File: config.mk
export PLATFORM = sky130hd
export DESIGN_NAME = guess_judge_flat
export DESIGN_NICKNAME = d
export VERILOG_FILES = /design/src/rtl/guess_judge_if.sv /design/src/rtl/guess_judge.sv /design/src/flat_wrapper.sv
export SDC_FILE = /design/constraint.sdc
export NUM_CORES = 1
export LEC_CHECK = 0
export CAP_MARGIN = 20
export CORE_MARGIN = 8
export CORE_UTILIZATION = 45
export CTS_CLUSTER_SIZE = 28
export DETAILED_ROUTE_END_ITERATION = 10
export GPL_ROUTABILITY_DRIVEN = 1
export PLACE_DENSITY = 0.68
export SETUP_SLACK_MARGIN = 0.4
export SKIP_LAST_GASP = 1
export SYNTH_ARGS = -nofsm -noshare
export SYNTH_HDL_FRONTEND = slang
export SYNTH_SLANG_ARGS = --single-unit
File: constraint.sdc
create_clock -name clk -period 5.2 [get_ports clk]
set_input_delay 0.52 -clock clk [delete_from_list [all_inputs] [get_ports clk]]
set_output_delay 0.52 -clock clk [all_outputs]
set_load 0.01 [all_outputs]
File: src/rtl/guess_judge_if.sv
// Guess/score bus between guess entry, the judge and the game-mode/display stages.
// The master drives the secret, guess and strobes; the slave (the judge) returns the score and game status.
interface guess_judge_if #(
    parameter int NPEG        = 4,
    parameter int COLOR_W     = 3,
    parameter int MAX_GUESSES = 8
);
    localparam int CW = NPEG * COLOR_W;
    localparam int PW = $clog2(NPEG + 1);
    localparam int GW = $clog2(MAX_GUESSES + 1);

    logic [CW-1:0] secret;
    logic          secret_load;
    logic [CW-1:0] guess;
    logic          submit;
    logic          busy;
    logic          result_valid;
    logic [PW-1:0] exact;
    logic [PW-1:0] partial;
    logic [GW-1:0] guesses_used;
    logic          gameOverW;
    logic          gameOverL;

    modport master (
        output secret, secret_load, guess, submit,
        input  busy, result_valid, exact, partial, guesses_used, gameOverW, gameOverL
    );

    modport slave (
        input  secret, secret_load, guess, submit,
        output busy, result_valid, exact, partial, guesses_used, gameOverW, gameOverL
    );
endinterface

File: src/rtl/guess_judge.sv
// Mastermind judge: scores a guess against the latched secret (exact and colour-only pegs) and tracks win/loss.
// Optional macro GUESS_JUDGE_FAST_MATCH_EN collapses the per-colour scan into a single cycle.
module guess_judge #(
    parameter int NPEG        = 4,
    parameter int COLOR_W     = 3,
    parameter int MAX_GUESSES = 8
) (
    input  logic          clk,
    input  logic          reset,
    guess_judge_if.slave  bus
);
    localparam int CW   = NPEG * COLOR_W;
    localparam int PW   = $clog2(NPEG + 1);
    localparam int GW   = $clog2(MAX_GUESSES + 1);
    localparam int NCOL = 1 << COLOR_W;

    typedef enum logic [2:0] {IDLE, EXACT, COLOR, REPORT, WON, LOST} state_t;

    state_t          state_q, state_d;
    logic [CW-1:0]   secret_q, secret_d;
    logic [CW-1:0]   guess_q, guess_d;
    logic [NPEG-1:0] matched_q, matched_d;
    logic [PW-1:0]   exactAcc_q, exactAcc_d;
    logic [PW-1:0]   partAcc_q, partAcc_d;
    logic [PW-1:0]   exact_q, exact_d;
    logic [PW-1:0]   partial_q, partial_d;
    logic [GW-1:0]   guesses_q, guesses_d;
`ifndef GUESS_JUDGE_FAST_MATCH_EN
    logic [COLOR_W-1:0] colIdx_q, colIdx_d;
`endif

    logic [NPEG-1:0] matchMask;
    logic [PW-1:0]   exactCnt;
    logic [PW-1:0]   colorSum;
    logic [PW-1:0]   partTotal;
    logic            lastColor;

    // min(unmatched secret slots of colour c, unmatched guess slots of colour c); the min makes duplicates score right
    function automatic logic [PW-1:0] colorMin(input logic [CW-1:0] s, input logic [CW-1:0] g,
                                               input logic [NPEG-1:0] m, input logic [COLOR_W-1:0] c);
        logic [PW-1:0] sc;
        logic [PW-1:0] gc;
        sc = '0;
        gc = '0;
        for (int i = 0; i < NPEG; i++) begin
            if (!m[i] && s[i*COLOR_W +: COLOR_W] == c) sc = sc + PW'(1);
            if (!m[i] && g[i*COLOR_W +: COLOR_W] == c) gc = gc + PW'(1);
        end
        return (sc < gc) ? sc : gc;
    endfunction

    always_comb begin
        matchMask = '0;
        exactCnt  = '0;
        for (int i = 0; i < NPEG; i++) begin
            if (guess_q[i*COLOR_W +: COLOR_W] == secret_q[i*COLOR_W +: COLOR_W]) begin
                matchMask[i] = 1'b1;
                exactCnt     = exactCnt + PW'(1);
            end
        end
    end

    always_comb begin
`ifdef GUESS_JUDGE_FAST_MATCH_EN
        colorSum = '0;
        for (int c = 0; c < NCOL; c++) begin
            colorSum = colorSum + colorMin(secret_q, guess_q, matched_q, COLOR_W'(c));
        end
        lastColor = 1'b1;
`else
        colorSum  = colorMin(secret_q, guess_q, matched_q, colIdx_q);
        lastColor = (colIdx_q == COLOR_W'(NCOL - 1));
`endif
        partTotal = partAcc_q + colorSum;
    end

    always_comb begin
        state_d    = state_q;
        secret_d   = secret_q;
        guess_d    = guess_q;
        matched_d  = matched_q;
        exactAcc_d = exactAcc_q;
        partAcc_d  = partAcc_q;
        exact_d    = exact_q;
        partial_d  = partial_q;
        guesses_d  = guesses_q;
`ifndef GUESS_JUDGE_FAST_MATCH_EN
        colIdx_d   = colIdx_q;
`endif
        case (state_q)
            IDLE: begin
                // secret_load outranks submit; a simultaneous submit is simply dropped
                if (bus.secret_load) begin
                    secret_d  = bus.secret;
                    guesses_d = '0;
                    exact_d   = '0;
                    partial_d = '0;
                end else if (bus.submit) begin
                    guess_d   = bus.guess;
                    exact_d   = '0;
                    partial_d = '0;
                    state_d   = EXACT;
                end
            end
            EXACT: begin
                matched_d  = matchMask;
                exactAcc_d = exactCnt;
                partAcc_d  = '0;
`ifndef GUESS_JUDGE_FAST_MATCH_EN
                colIdx_d   = '0;
`endif
                state_d    = COLOR;
            end
            COLOR: begin
                partAcc_d = partTotal;
`ifndef GUESS_JUDGE_FAST_MATCH_EN
                colIdx_d  = colIdx_q + COLOR_W'(1);
`endif
                if (lastColor) begin
                    exact_d   = exactAcc_q;
                    partial_d = partTotal;
                    if (guesses_q != GW'(MAX_GUESSES)) guesses_d = guesses_q + GW'(1);
                    state_d   = REPORT;
                end
            end
            REPORT: begin
                if (exact_q == PW'(NPEG))                state_d = WON;
                else if (guesses_q == GW'(MAX_GUESSES)) state_d = LOST;
                else                                     state_d = IDLE;
            end
            WON:     state_d = WON;
            LOST:    state_d = LOST;
            default: state_d = IDLE;
        endcase
    end

    always_ff @(posedge clk) begin
        if (reset) begin
            state_q    <= IDLE;
            secret_q   <= '0;
            guess_q    <= '0;
            matched_q  <= '0;
            exactAcc_q <= '0;
            partAcc_q  <= '0;
            exact_q    <= '0;
            partial_q  <= '0;
            guesses_q  <= '0;
`ifndef GUESS_JUDGE_FAST_MATCH_EN
            colIdx_q   <= '0;
`endif
        end else begin
            state_q    <= state_d;
            secret_q   <= secret_d;
            guess_q    <= guess_d;
            matched_q  <= matched_d;
            exactAcc_q <= exactAcc_d;
            partAcc_q  <= partAcc_d;
            exact_q    <= exact_d;
            partial_q  <= partial_d;
            guesses_q  <= guesses_d;
`ifndef GUESS_JUDGE_FAST_MATCH_EN
            colIdx_q   <= colIdx_d;
`endif
        end
    end

    assign bus.busy         = (state_q == EXACT) || (state_q == COLOR) || (state_q == REPORT);
    assign bus.result_valid = (state_q == REPORT);
    assign bus.exact        = exact_q;
    assign bus.partial      = partial_q;
    assign bus.guesses_used = guesses_q;
    assign bus.gameOverW    = (state_q == WON);
    assign bus.gameOverL    = (state_q == LOST);
endmodule
File: src/flat_wrapper.sv
// flat-port wrapper written by rule: the top's interface ports become plain ports
module guess_judge_flat 
#(
    parameter int NPEG        = 4,
    parameter int COLOR_W     = 3,
    parameter int MAX_GUESSES = 8
)
  (clk, reset, bus_secret, bus_secret_load, bus_guess, bus_submit, bus_busy, bus_result_valid, bus_exact, bus_partial, bus_guesses_used, bus_gameOverW, bus_gameOverL);
  guess_judge_if #(.NPEG(NPEG), .COLOR_W(COLOR_W), .MAX_GUESSES(MAX_GUESSES)) bus_i ();
  input  logic clk;
  input  logic reset;
  input wire logic [$bits(bus_i.secret)-1:0] bus_secret;
  input wire logic [$bits(bus_i.secret_load)-1:0] bus_secret_load;
  input wire logic [$bits(bus_i.guess)-1:0] bus_guess;
  input wire logic [$bits(bus_i.submit)-1:0] bus_submit;
  output wire logic [$bits(bus_i.busy)-1:0] bus_busy;
  output wire logic [$bits(bus_i.result_valid)-1:0] bus_result_valid;
  output wire logic [$bits(bus_i.exact)-1:0] bus_exact;
  output wire logic [$bits(bus_i.partial)-1:0] bus_partial;
  output wire logic [$bits(bus_i.guesses_used)-1:0] bus_guesses_used;
  output wire logic [$bits(bus_i.gameOverW)-1:0] bus_gameOverW;
  output wire logic [$bits(bus_i.gameOverL)-1:0] bus_gameOverL;
  assign bus_i.secret = bus_secret;
  assign bus_i.secret_load = bus_secret_load;
  assign bus_i.guess = bus_guess;
  assign bus_i.submit = bus_submit;
  assign bus_busy = bus_i.busy;
  assign bus_result_valid = bus_i.result_valid;
  assign bus_exact = bus_i.exact;
  assign bus_partial = bus_i.partial;
  assign bus_guesses_used = bus_i.guesses_used;
  assign bus_gameOverW = bus_i.gameOverW;
  assign bus_gameOverL = bus_i.gameOverL;
  guess_judge #(.NPEG(NPEG), .COLOR_W(COLOR_W), .MAX_GUESSES(MAX_GUESSES)) u_core (.clk(clk), .reset(reset), .bus(bus_i));
endmodule
==> summary.md <==
| Metric | Value |
|---|---|
| Syn-to-layout area delta | 19.0% |
| Crit-path max FO | 5 |
| Multi-input gate area | ~1800 µm² |
| EDFF count, synth | 0 |
| Place WS | 0.629 ns |
| Setup violations, final | 0 |
| Routed via count | 2369 |
| Die area | ~9300 µm² |
| Total CTS buffers | 5 |
| Worst Path Class, Setup | reg -> reg |
| Peak Freq | around 0.23 GHz |
| # rows | 29 |
| Layout cells sized above 1 | under 10% |
| Height of the die | 96.2 µm |
| Max-slew violation count | 0 |
| RSZ-0062 raised after global routing | no |
| Total Routing Usage GR | 14.5% |
| Final wirelength | 6310 µm |
| First-pass GRT wire length | approximately 11000 µm |
| Syn_nets | 385 |
| Critical path's largest stage delay | about 0.54 ns |
| Status | completed |
| Most instantiated cells after synthesis | dfxtp_1 (50), nand2_1 (41), nor2_1 (36), xor2_1 (36), a21oi_1 (25) |
| Async SR Flop Fraction | 0% |
| Final worst slack | just under 0.8 ns |
| CP Data Arrival Time | approximately 4.7 ns |
| Clock transition at path regs | ~0.1 ns |
| Synth top area share | 34.5% |
| Worst-Margin Slew | 0.919 ns |
| Slew margin rel. | 38.5% |
| Crit path buf inv count | 1 |
| Critical Path Start Type | flop |
| CP max stage cell | or4_1 |
| # diodes | 0 |
| Crit share post-route | 84.9% |
| DR iter-0 viols | about 110 |
| IO buf count | just over 40 |
| Post-CTS Setup Repair Bufs | 0 |
| DP HPWL | ~4800 µm |
| Top-count cell post-synth | dfxtp_1 |
| Post-synthesis sequential area ratio | 34.5% |
| Pwr/cell area | between 300 and 400 nW/µm² |
| Area of the core | about 6300 µm² |
| TritonCTS clock tree | built |
| Clock period minus final worst setup slack | 4.41 ns |
| Starting density of the core | 46.2% |
| Mapped cell area | a little under 3000 µm² |
| Largest net degree at the start of global routing | 51 |
| Remaining antenna violation count after routing | 0 |
| Sequential standard cell area | 1000 µm² |
| IO Pins | 42 |
| CP Cell Sequence | xor2_1 > or4_1 > inv_1 > ha_1 > nor2_1 > or4b_4 > nand2_1 > ha_1 > mux2_2 > ha_1 > nand2_1 > o211ai_1 > o21ai_1 > fa_1 > xnor2_1 > xnor2_1 > nand3_1 > a21oi_1 |
| Synth Warn # | 0 |
| Mean Syn Cell Area | between 8 and 9 µm² |
| Cell variety after synth | between 40 and 50 |
| Final core area utilization | a little over half |
| Hold Fails Final Rpt | 0 |
| Setup TNS | 0 ns |
| Most numerous cell on the critical path | ha_1 |
| Number of hold buffers added after CTS | 0 |
| Fill cells | 624 |
| Yosys reg bits | 50 |
| CTS root buffer | clkbuf_8 |
| Design area | between 3000 and 4000 µm² |
| Inst Count DP | 444 |
| HP Class | reg -> reg |
| Worst vdd ir | ~160 µV |
| Global route overflow | 0 |
| Initial antenna violation count | 0 |
| Synth top area cells | dfxtp_1 (35%), xor2_1 (11%), mux2i_1 (7.6%) |
| Skew final | roughly 0.014 ns |
| Wire length per cell | between 10 and 15 µm |
| Vias in the first global route | between 2000 and 2500 |
| Vias/cell | about 5.2 |
| Synth area leader | dfxtp_1 |
| H-tree levels | 2 |
| Endpoint class of the critical path | flop |
| Worst path required time | between 5 and 6 ns |
| Post-Layout Cell Count | approximately 450 |
| DRC errors left | 0 |
| Clock tree buffer depth | 2 |
| Clock sinks | 50 |
| Max-Cap Viols | 0 |
| Final RePlAce weighted congestion | between 0.8 and 0.9 |
| Nets@finish | 421 |
| Worst-Skew Late Latency | around 0.31 ns |
| Static Leakage | approximately 1.6 nW |
| Syn Inst Count | approximately 340 |
| Placed Area | around 3300 µm² |
| Detailed Routing Iterations Pass 1 | 4 |
| Die Span X | about 96 µm |
| Delay-heaviest family, CP | simple AND/OR/NAND/NOR gates |
| Synth Flop Type | dfxtp_1 |
==> power by group <==
part / internal [mW] / total, mW / switching [mW]
clock: 0.110 / 0.248 / 0.137
combinational: 0.212 / 0.452 / 0.240
sequential: 0.403 / 0.424 / 0.0210
total: 0.726 / 1.12 / 0.399
==> final timing paths <==
kind,startpoint,end,slack [ns],cells past startpoint
worst max-delay path,u_core.colIdx_q[1],u_core.bus.partial[2],0.79,18
worst min-delay path,u_core.bus.partial[1],u_core.bus.partial[1],0.46,2
worst max register to register,u_core.colIdx_q[1],u_core.bus.partial[2],0.79,18
worst min register to register,u_core.bus.partial[1],u_core.bus.partial[1],0.46,2
==> final cells by class <==
class | count | area share (%)
Timing Repair Buffer | 45 | 12.7
Sequential cell | 50 | 29.1
Tap cell | 77 | 2.79
Clock inverter | 1 | 0.254
Clock buffer | 7 | 2.50
Inverter | 16 | 1.74
Multi-Input combinational cell | 257 | 50.9
==> worst min-delay path, cell delays in order, from the launching register on <==
cell	delay (ns)
dfxtp_1	0.32
nand2_1	0.05
a21oi_1	0.05
==> placed cells by master, fill, tap and decap left out, types with 2 or more instances in the layout <==
cell type,Yosys,final
dfxtp_1,50,49
nand2_1,41,41
clkdlybuf4s50_1,0,41
xor2_1,36,36
nor2_1,36,36
a21oi_1,25,24
mux2i_1,22,22
ha_1,17,17
inv_1,16,16
nand3_1,11,11
nor3_1,8,8
xnor2_1,8,8
a22oi_1,6,6
clkbuf_8,0,6
nor4_1,5,5
or4_1,3,3
or2_2,3,3
nand2b_1,3,3
a211oi_1,3,3
buf_4,0,3
and4_1,2,2
and3_1,2,2
o21ai_0,2,2
nor3b_1,2,2
nand3b_1,2,2
==> sequential cells by signal (all words and copies together), names as in the netlist <==
register and count:
u_core.colIdx_q 3, u_core.bus.partial 3, u_core.exactAcc_q 3, u_core.bus.exact 3
u_core.partAcc_q 3, u_core.state_q 3, u_core.guess_q 12, u_core.bus.guesses_used 4
u_core.matched_q 4, u_core.secret_q 12
==> what timing repair did <==
action                                  CTS  global route
endpoints found under the hold margin     0             0
endpoints found under the setup margin    0             3
gates resized for setup                   0             2
==> cell families after synthesis <==
logic type                 after synthesis  share of synthesized area, %
DFF                                     50                          34.5
and+or+nand+nor                        126                          20.7
AOI/OAI and AO/OA                       45                          9.93
adders and majority gates               18                          8.03
xor gates and xnor gates                45                          13.9
buffers and inverters                   32                          4.97
muxes                                   23                          7.99
==> per-stage QoR <==
stage	power, mW	hold slack [ns]
floorplan	0.771	0.448
global placement	0.852	0.442
detailed placement	0.874	0.448
CTS	1.12	0.463
global route	1.21	0.484
finish	1.12	0.457
==> per-layer routing <==
layer	routed length [µm]	GRT usage (%)	part of all wire, %	vias to the layer above
met5	0	0	0	-
li1	-	-	-	1215
met1	2910	17.8	46	1120
met2	3140	24.9	50	29
met4	55	4.10	0.87	0
met3	210	2.73	3.3	5
No activity file was read; power rests on OpenSTA's default activity.
